<file path="src/rtl/fetch_queue_if.sv">
// ============================================================================
// Module   : fetch_queue_if
// Purpose  : Bundles the instruction-memory read port, the redirect request
//            and the decode-side valid/ready stream of the fetch queue.
// Modports : master - the fetch unit (drives im_req/im_addr and out_*)
//            slave  - the environment (memory, branch unit, decode)
// Signals  : im_req, im_addr, im_data       instruction memory read port
//            redirect, redirect_pc          flush and restart fetch
//            out_valid, out_ready,
//            out_ins, out_pc                head of queue towards decode
//            count                          entries currently buffered
// Revision : 1.0 - initial release
// ============================================================================
`default_nettype none

interface fetch_queue_if #(
   parameter int ADDR_W = 32,
   parameter int DATA_W = 32,
   parameter int DEPTH  = 4
);
   localparam int CNT_W = $clog2(DEPTH + 1);

   logic              im_req;
   logic [ADDR_W-1:0] im_addr;
   logic [DATA_W-1:0] im_data;
   logic              redirect;
   logic [ADDR_W-1:0] redirect_pc;
   logic              out_valid;
   logic              out_ready;
   logic [DATA_W-1:0] out_ins;
   logic [ADDR_W-1:0] out_pc;
   logic [CNT_W-1:0]  count;

   modport master (
      output im_req, im_addr, out_valid, out_ins, out_pc, count,
      input  im_data, redirect, redirect_pc, out_ready
   );

   modport slave (
      input  im_req, im_addr, out_valid, out_ins, out_pc, count,
      output im_data, redirect, redirect_pc, out_ready
   );
endinterface

`default_nettype wire

</file>
<file path="src/rtl/fetch_queue.sv">
// ============================================================================
// Module   : fetch_queue
// Purpose  : Instruction-fetch unit. Owns the fetch PC, issues reads to a
//            synchronous instruction memory (1-cycle latency), buffers the
//            returned words with their PCs in a DEPTH-entry FIFO and presents
//            them to decode over valid/ready. A redirect flushes everything
//            and restarts fetch at redirect_pc.
// Ports    : clk  - clock, all state changes on rising edge
//            rst  - synchronous reset, active-low (0 = reset)
//            bus  - fetch_queue_if.master: im_req/im_addr/im_data,
//                   redirect/redirect_pc, out_valid/out_ready/out_ins/out_pc,
//                   count
// Revision : 1.0 - initial release
// ============================================================================
`default_nettype none

module fetch_queue #(
   parameter int                ADDR_W   = 32,
   parameter int                DATA_W   = 32,
   parameter int                DEPTH    = 4,
   parameter logic [ADDR_W-1:0] RESET_PC = '0
) (
   input  wire logic            clk,
   input  wire logic            rst,
   fetch_queue_if.master        bus
);

   localparam int PTR_W = $clog2(DEPTH);
   localparam int CNT_W = $clog2(DEPTH + 1);

   localparam logic [CNT_W:0]    c_depth   = (CNT_W + 1)'(DEPTH);
   localparam logic [ADDR_W-1:0] c_pc_step = ADDR_W'(4);

   // ------------------------------------------------------------------
   // State
   // ------------------------------------------------------------------
   logic [ADDR_W-1:0] fetch_pc_q,    fetch_pc_d;
   logic [ADDR_W-1:0] inflight_pc_q, inflight_pc_d;
   logic              inflight_q,    inflight_d;
   logic [PTR_W-1:0]  rd_ptr_q,      rd_ptr_d;
   logic [PTR_W-1:0]  wr_ptr_q,      wr_ptr_d;
   logic [CNT_W-1:0]  count_q,       count_d;

   logic [DATA_W-1:0] ins_mem_q [DEPTH];
   logic [ADDR_W-1:0] pc_mem_q  [DEPTH];

   logic              w_req;
   logic              w_push;
   logic              w_pop;
   logic [CNT_W:0]    w_credit_used;

   // ------------------------------------------------------------------
   // Handshake decode and next-state logic
   // ------------------------------------------------------------------
   always_comb begin
      // Credits count both buffered words and the read still in flight, so
      // a word returning next cycle always has a free slot even if decode
      // stalls. A same-cycle pop is deliberately not credited.
      w_credit_used = {1'b0, count_q} + {{CNT_W{1'b0}}, inflight_q};
      w_req         = rst & ~bus.redirect & (w_credit_used < c_depth);
      w_push        = inflight_q & ~bus.redirect;
      w_pop         = (count_q != '0) & bus.out_ready & ~bus.redirect;

      fetch_pc_d    = fetch_pc_q;
      inflight_pc_d = inflight_pc_q;
      inflight_d    = 1'b0;
      rd_ptr_d      = rd_ptr_q;
      wr_ptr_d      = wr_ptr_q;
      count_d       = count_q;

      if (bus.redirect) begin
         // Flush: the head is killed and any in-flight response is dropped.
         fetch_pc_d = bus.redirect_pc;
         rd_ptr_d   = '0;
         wr_ptr_d   = '0;
         count_d    = '0;
         inflight_d = 1'b0;
      end else begin
         if (w_req) begin
            fetch_pc_d    = fetch_pc_q + c_pc_step;
            inflight_d    = 1'b1;
            inflight_pc_d = fetch_pc_q;
         end
         if (w_push) begin
            wr_ptr_d = wr_ptr_q + PTR_W'(1);
         end
         if (w_pop) begin
            rd_ptr_d = rd_ptr_q + PTR_W'(1);
         end
         if (w_push && !w_pop) begin
            count_d = count_q + CNT_W'(1);
         end else if (!w_push && w_pop) begin
            count_d = count_q - CNT_W'(1);
         end
      end
   end

   // ------------------------------------------------------------------
   // Control registers
   // ------------------------------------------------------------------
   always_ff @(posedge clk) begin
      if (!rst) begin
         fetch_pc_q    <= RESET_PC;
         inflight_pc_q <= '0;
         inflight_q    <= 1'b0;
         rd_ptr_q      <= '0;
         wr_ptr_q      <= '0;
         count_q       <= '0;
      end else begin
         fetch_pc_q    <= fetch_pc_d;
         inflight_pc_q <= inflight_pc_d;
         inflight_q    <= inflight_d;
         rd_ptr_q      <= rd_ptr_d;
         wr_ptr_q      <= wr_ptr_d;
         count_q       <= count_d;
      end
   end

   // ------------------------------------------------------------------
   // FIFO storage (contents need no reset; count_q qualifies them)
   // ------------------------------------------------------------------
   always_ff @(posedge clk) begin
      if (rst && w_push) begin
         ins_mem_q[wr_ptr_q] <= bus.im_data;
         pc_mem_q[wr_ptr_q]  <= inflight_pc_q;
      end
   end

   // ------------------------------------------------------------------
   // Outputs
   // ------------------------------------------------------------------
   assign bus.im_req    = w_req;
   assign bus.im_addr   = fetch_pc_q;
   assign bus.out_valid = (count_q != '0);
   assign bus.out_ins   = ins_mem_q[rd_ptr_q];
   assign bus.out_pc    = pc_mem_q[rd_ptr_q];
   assign bus.count     = count_q;

endmodule

`default_nettype wire

</file>
<file path="src/flat_wrapper.sv">
// flat-port wrapper written by rule: the top's interface ports become plain ports
module fetch_queue_flat 
#(
   parameter int                ADDR_W   = 32,
   parameter int                DATA_W   = 32,
   parameter int                DEPTH    = 4,
   parameter logic [ADDR_W-1:0] RESET_PC = '0
)
  (clk, rst, bus_im_req, bus_im_addr, bus_out_valid, bus_out_ins, bus_out_pc, bus_count, bus_im_data, bus_redirect, bus_redirect_pc, bus_out_ready);
  fetch_queue_if #(.ADDR_W(ADDR_W), .DATA_W(DATA_W), .DEPTH(DEPTH)) bus_i ();
  input  wire logic clk;
  input  wire logic rst;
  output wire logic [$bits(bus_i.im_req)-1:0] bus_im_req;
  output wire logic [$bits(bus_i.im_addr)-1:0] bus_im_addr;
  output wire logic [$bits(bus_i.out_valid)-1:0] bus_out_valid;
  output wire logic [$bits(bus_i.out_ins)-1:0] bus_out_ins;
  output wire logic [$bits(bus_i.out_pc)-1:0] bus_out_pc;
  output wire logic [$bits(bus_i.count)-1:0] bus_count;
  input wire logic [$bits(bus_i.im_data)-1:0] bus_im_data;
  input wire logic [$bits(bus_i.redirect)-1:0] bus_redirect;
  input wire logic [$bits(bus_i.redirect_pc)-1:0] bus_redirect_pc;
  input wire logic [$bits(bus_i.out_ready)-1:0] bus_out_ready;
  assign bus_im_req = bus_i.im_req;
  assign bus_im_addr = bus_i.im_addr;
  assign bus_out_valid = bus_i.out_valid;
  assign bus_out_ins = bus_i.out_ins;
  assign bus_out_pc = bus_i.out_pc;
  assign bus_count = bus_i.count;
  assign bus_i.im_data = bus_im_data;
  assign bus_i.redirect = bus_redirect;
  assign bus_i.redirect_pc = bus_redirect_pc;
  assign bus_i.out_ready = bus_out_ready;
  fetch_queue #(.ADDR_W(ADDR_W), .DATA_W(DATA_W), .DEPTH(DEPTH), .RESET_PC(RESET_PC)) u_core (.clk(clk), .rst(rst), .bus(bus_i));
endmodule
</file>
<file path="config.mk">
export PLATFORM = sky130hd
export DESIGN_NAME = fetch_queue_flat
export DESIGN_NICKNAME = d
export VERILOG_FILES = /design/src/rtl/fetch_queue_if.sv /design/src/rtl/fetch_queue.sv /design/src/flat_wrapper.sv
export SDC_FILE = /design/constraint.sdc
export NUM_CORES = 1
export LEC_CHECK = 0
export CORE_MARGIN = 10
export CORE_UTILIZATION = 40
export CTS_BUF_LIST = sky130_fd_sc_hd__clkbuf_4
export DETAILED_ROUTE_END_ITERATION = 8
export SKIP_CTS_REPAIR_TIMING = 1
export SLEW_MARGIN = 25
export SYNTH_ARGS = -nofsm -noshare
export SYNTH_HDL_FRONTEND = slang
export SYNTH_SLANG_ARGS = --single-unit
export TNS_END_PERCENT = 10
</file>
<file path="constraint.sdc">
create_clock -name clk -period 4.1 [get_ports clk]
set_input_delay 1.025 -clock clk [delete_from_list [all_inputs] [get_ports clk]]
set_output_delay 1.025 -clock clk [all_outputs]
set_load 0.02 [all_outputs]
</file>
==> out/metrics.yaml <==
routing:
  route.detailed.drc: 0
  drtIter0Drc: 384
  vias: 7494
  wl_per_cell_um: 19.89
  routed_wl_mm: 29.02
  antenna_left: 0
  firstDrtPassIters: 5
  via_per_inst: 5.136
worst_hold_path:
  holdCritStartpoint: "u_core.inflight_pc_q[15]"
  hold_class: "register to register"
run_status:
  status: "finished, final reports clean"
sta:
  slew_headroom_pct: 52.59
  slew_violations: 0
  setup_viol_count_final: 0
  finalCritPeriodShare_pct: 94.29
  finClkSkew_ps: 28.31
  fin_tns_setup_ps: 0
  max_freq_mhz: 258.7
  hold_viol: 0
  period_needed_ps: 3866
  holdWs_ps: 492.4
  rsz0062_at_grt: "false"
  worst_pin_slew_ps: 711.1
floorplan:
  die_area_um2: 39000
  dieWidth_um: 197.5
  ioPinCount: 169
  start_util_pct: 40.88
  die_y_um: 197.5
  rows: 64
  coreArea_um2: 30830
synth:
  synth_enable_flop_cells: 256
  yosys_warnings: 0
  synth_cells: 760
  syn_nets: 835
  ys_seq_area_share_pct: 72.76
  postSynthAreaPerCell_um2: 16.58
  synth_area_um2: 12600
  synthFlopType: "edfxtp_1"
  ys_types: 50
  synth-seq-cells: 330
  synthArstFlopShare_pct: 0
clock_tree:
  cts_max_level: 3
  clk_path_buf_depth: 3
  numCtsBuffers: 85
  clk_pin_slew_worst_paths_ps: 60
  clock_latency_ps: 670
  cts_tree: "done"
  clock-root-buffer: "clkbuf_4"
  cts.sinks: 330
placement:
  port_buffers: 168
  gp_congestion: 0.7584
  dp_cells: 1306
  hpwl_mm: 18.41
layout:
  drive_gt1_share_pct: 22.78
  fillCellCount: 2604
  fin_cells: 1459
  syn_to_final_growth_pct: 27.15
  register_area_um2: 9176
  nNetsFinal: 1072
  multi_input_area_um2: 3227
  finish.utilization_pct: 51.98
critical_path:
  cp.required_ps: 3070
  startpoint: "rst"
  worst_setup_path_end_kind: "output port"
  arrival_ps: 2840
  crit_type: "primary input to output port"
  reg2reg_from: "u_core.inflight_q"
  startpoint_type: "primary input"
  critPathMaxFanout: 9
pwr:
  totalPowerFinal_mw: 6.808
  cellPowerDensity_nw_per_um2: 424.9
  static-leakage-power_nw: 5.435
  ir_drop_v: 0.0001815
global_route:
  overflow: 0
  grt_pass1_vias: 7789
  grt_antenna_before_repair: 1
  grt_pass1_wl_mm: 44.80
  grt_start_max_net_pins: 63
  grtUsageTotal_pct: 14.78
job:
  maxCapViolCount: 0
-- logic make-up after synthesis --
kind of cell	after synthesis	share of synthesized area [%]
AO/OA/AOI/OAI	100	4.676
XOR/XNOR	9	0.6255
adder cells (fa/ha/maj)	7	0.7546
buffers and inverters	51	1.807
flip-flops	330	72.76
multiplexers	73	12.20
AND/OR/NAND/NOR	190	7.178
-- layout by cell type (no fill, tap or decap), types with 3 or more instances in the layout --
cell type,netlist,routed
edfxtp_1,256,256
clkdlybuf4s50_1,0,168
clkbuf_4,0,132
nand2_1,85,85
dfxtp_1,74,72
mux4_2,64,64
a21oi_1,55,55
nor2_1,28,28
nand3_1,15,15
nand4_1,15,15
buf_4,0,13
and3_1,14,10
o21ai_0,10,10
buf_12,0,10
and2_1,9,9
a31oi_1,9,9
inv_1,8,8
clkinv_1,0,8
nor3_1,7,7
xor2_1,7,7
ha_1,6,6
diode_2,0,5
o22ai_1,5,5
and3_4,0,4
and4_1,4,4
a22oi_1,4,4
mux2i_1,4,4
or3_1,4,3
inv_2,1,3
mux2_1,3,3
o211ai_1,3,3
clkinvlp_4,0,3
-- sequential cells by signal, indices dropped and copies added (netlist names), named ones only --
| name | flops |
|---|---|
| u_core.ins_mem_q | 128 |
| u_core.bus.im_addr | 32 |
| u_core.wr_ptr_q | 2 |
| u_core.rd_ptr_q | 2 |
| u_core.inflight_q | 1 |
| u_core.bus.count | 3 |
| u_core.pc_mem_q | 128 |
| u_core.inflight_pc_q | 32 |
-- layout make-up --
class / count / area share (%)
Clock buffer: 132 / 6.184
Inverter: 10 / 0.2655
Timing Repair Buffer: 191 / 12.35
Antenna cell: 5 / 0.07808
Multi-Input combinational cell: 379 / 20.14
Sequential cell: 330 / 57.27
Clock inverter: 16 / 0.6247
Tap cell: 396 / 3.092
-- Yosys cell counts (3+ instances only) --
| library cell | instances | area share [%] |
|---|---|---|
| a21oi_1 | 55 | 2.2 |
| a22oi_1 | 4 | 0.24 |
| a31oi_1 | 9 | 0.45 |
| and2_1 | 9 | 0.45 |
| and3_1 | 14 | 0.69 |
| and4_1 | 4 | 0.28 |
| buf_1 | 5 | 0.15 |
| buf_2 | 7 | 0.28 |
| buf_6 | 3 | 0.27 |
| clkbuf_1 | 26 | 0.77 |
| dfxtp_1 | 74 | 12 |
| edfxtp_1 | 256 | 61 |
| ha_1 | 6 | 0.60 |
| inv_1 | 8 | 0.24 |
| mux2_1 | 3 | 0.27 |
| mux2i_1 | 4 | 0.32 |
| mux4_2 | 64 | 11 |
| nand2_1 | 85 | 2.5 |
| nand3_1 | 15 | 0.60 |
| nand4_1 | 15 | 0.74 |
| nor2_1 | 28 | 0.83 |
| nor3_1 | 7 | 0.28 |
| o211ai_1 | 3 | 0.18 |
| o21ai_0 | 10 | 0.40 |
| o22ai_1 | 5 | 0.25 |
| or3_1 | 4 | 0.20 |
| xor2_1 | 7 | 0.49 |
-- layer usage --
metal	global-route usage (%)	vias up	routed length, µm
li1	-	3513	-
met1	19.50	3707	13030
met2	22.22	243	13350
met3	5.554	31	2317
met4	4.556	0	323
met5	0	-	0
-- critical path, stage by stage --
cell,delay [ps]
clkdlybuf4s50_1,520
nand2b_4,110
or3_2,520
clkinv_4,60
clkdlybuf4s50_1,600
-- path summary, 6_finish.rpt --
kind | slack, ps | cells past startpoint | endpoint
max | 230 | 5 | bus_im_req
min | 490 | 0 | u_core.pc_mem_q[3][15]
max reg2reg | 1570 | 7 | u_core.bus.im_addr[20]
min reg2reg | 490 | 0 | u_core.pc_mem_q[3][15]
-- metrics by stage --
step | setup WS [ps] | cell area [µm²]
after global routing | 94.45 | 16020
after floorplan | 728.8 | 12600
after CTS | 150.5 | 16010
after detailed placement | 230.7 | 14920
final | 234.0 | 16020
after global placement | 240.0 | 14920
-- power breakdown --
group	internal [mW]	switching (mW)
Sequential	3.63	0.0575
Combinational	0.170	0.176
Clock	1.52	1.26
Note: power is estimated with default switching activity, not from simulation.
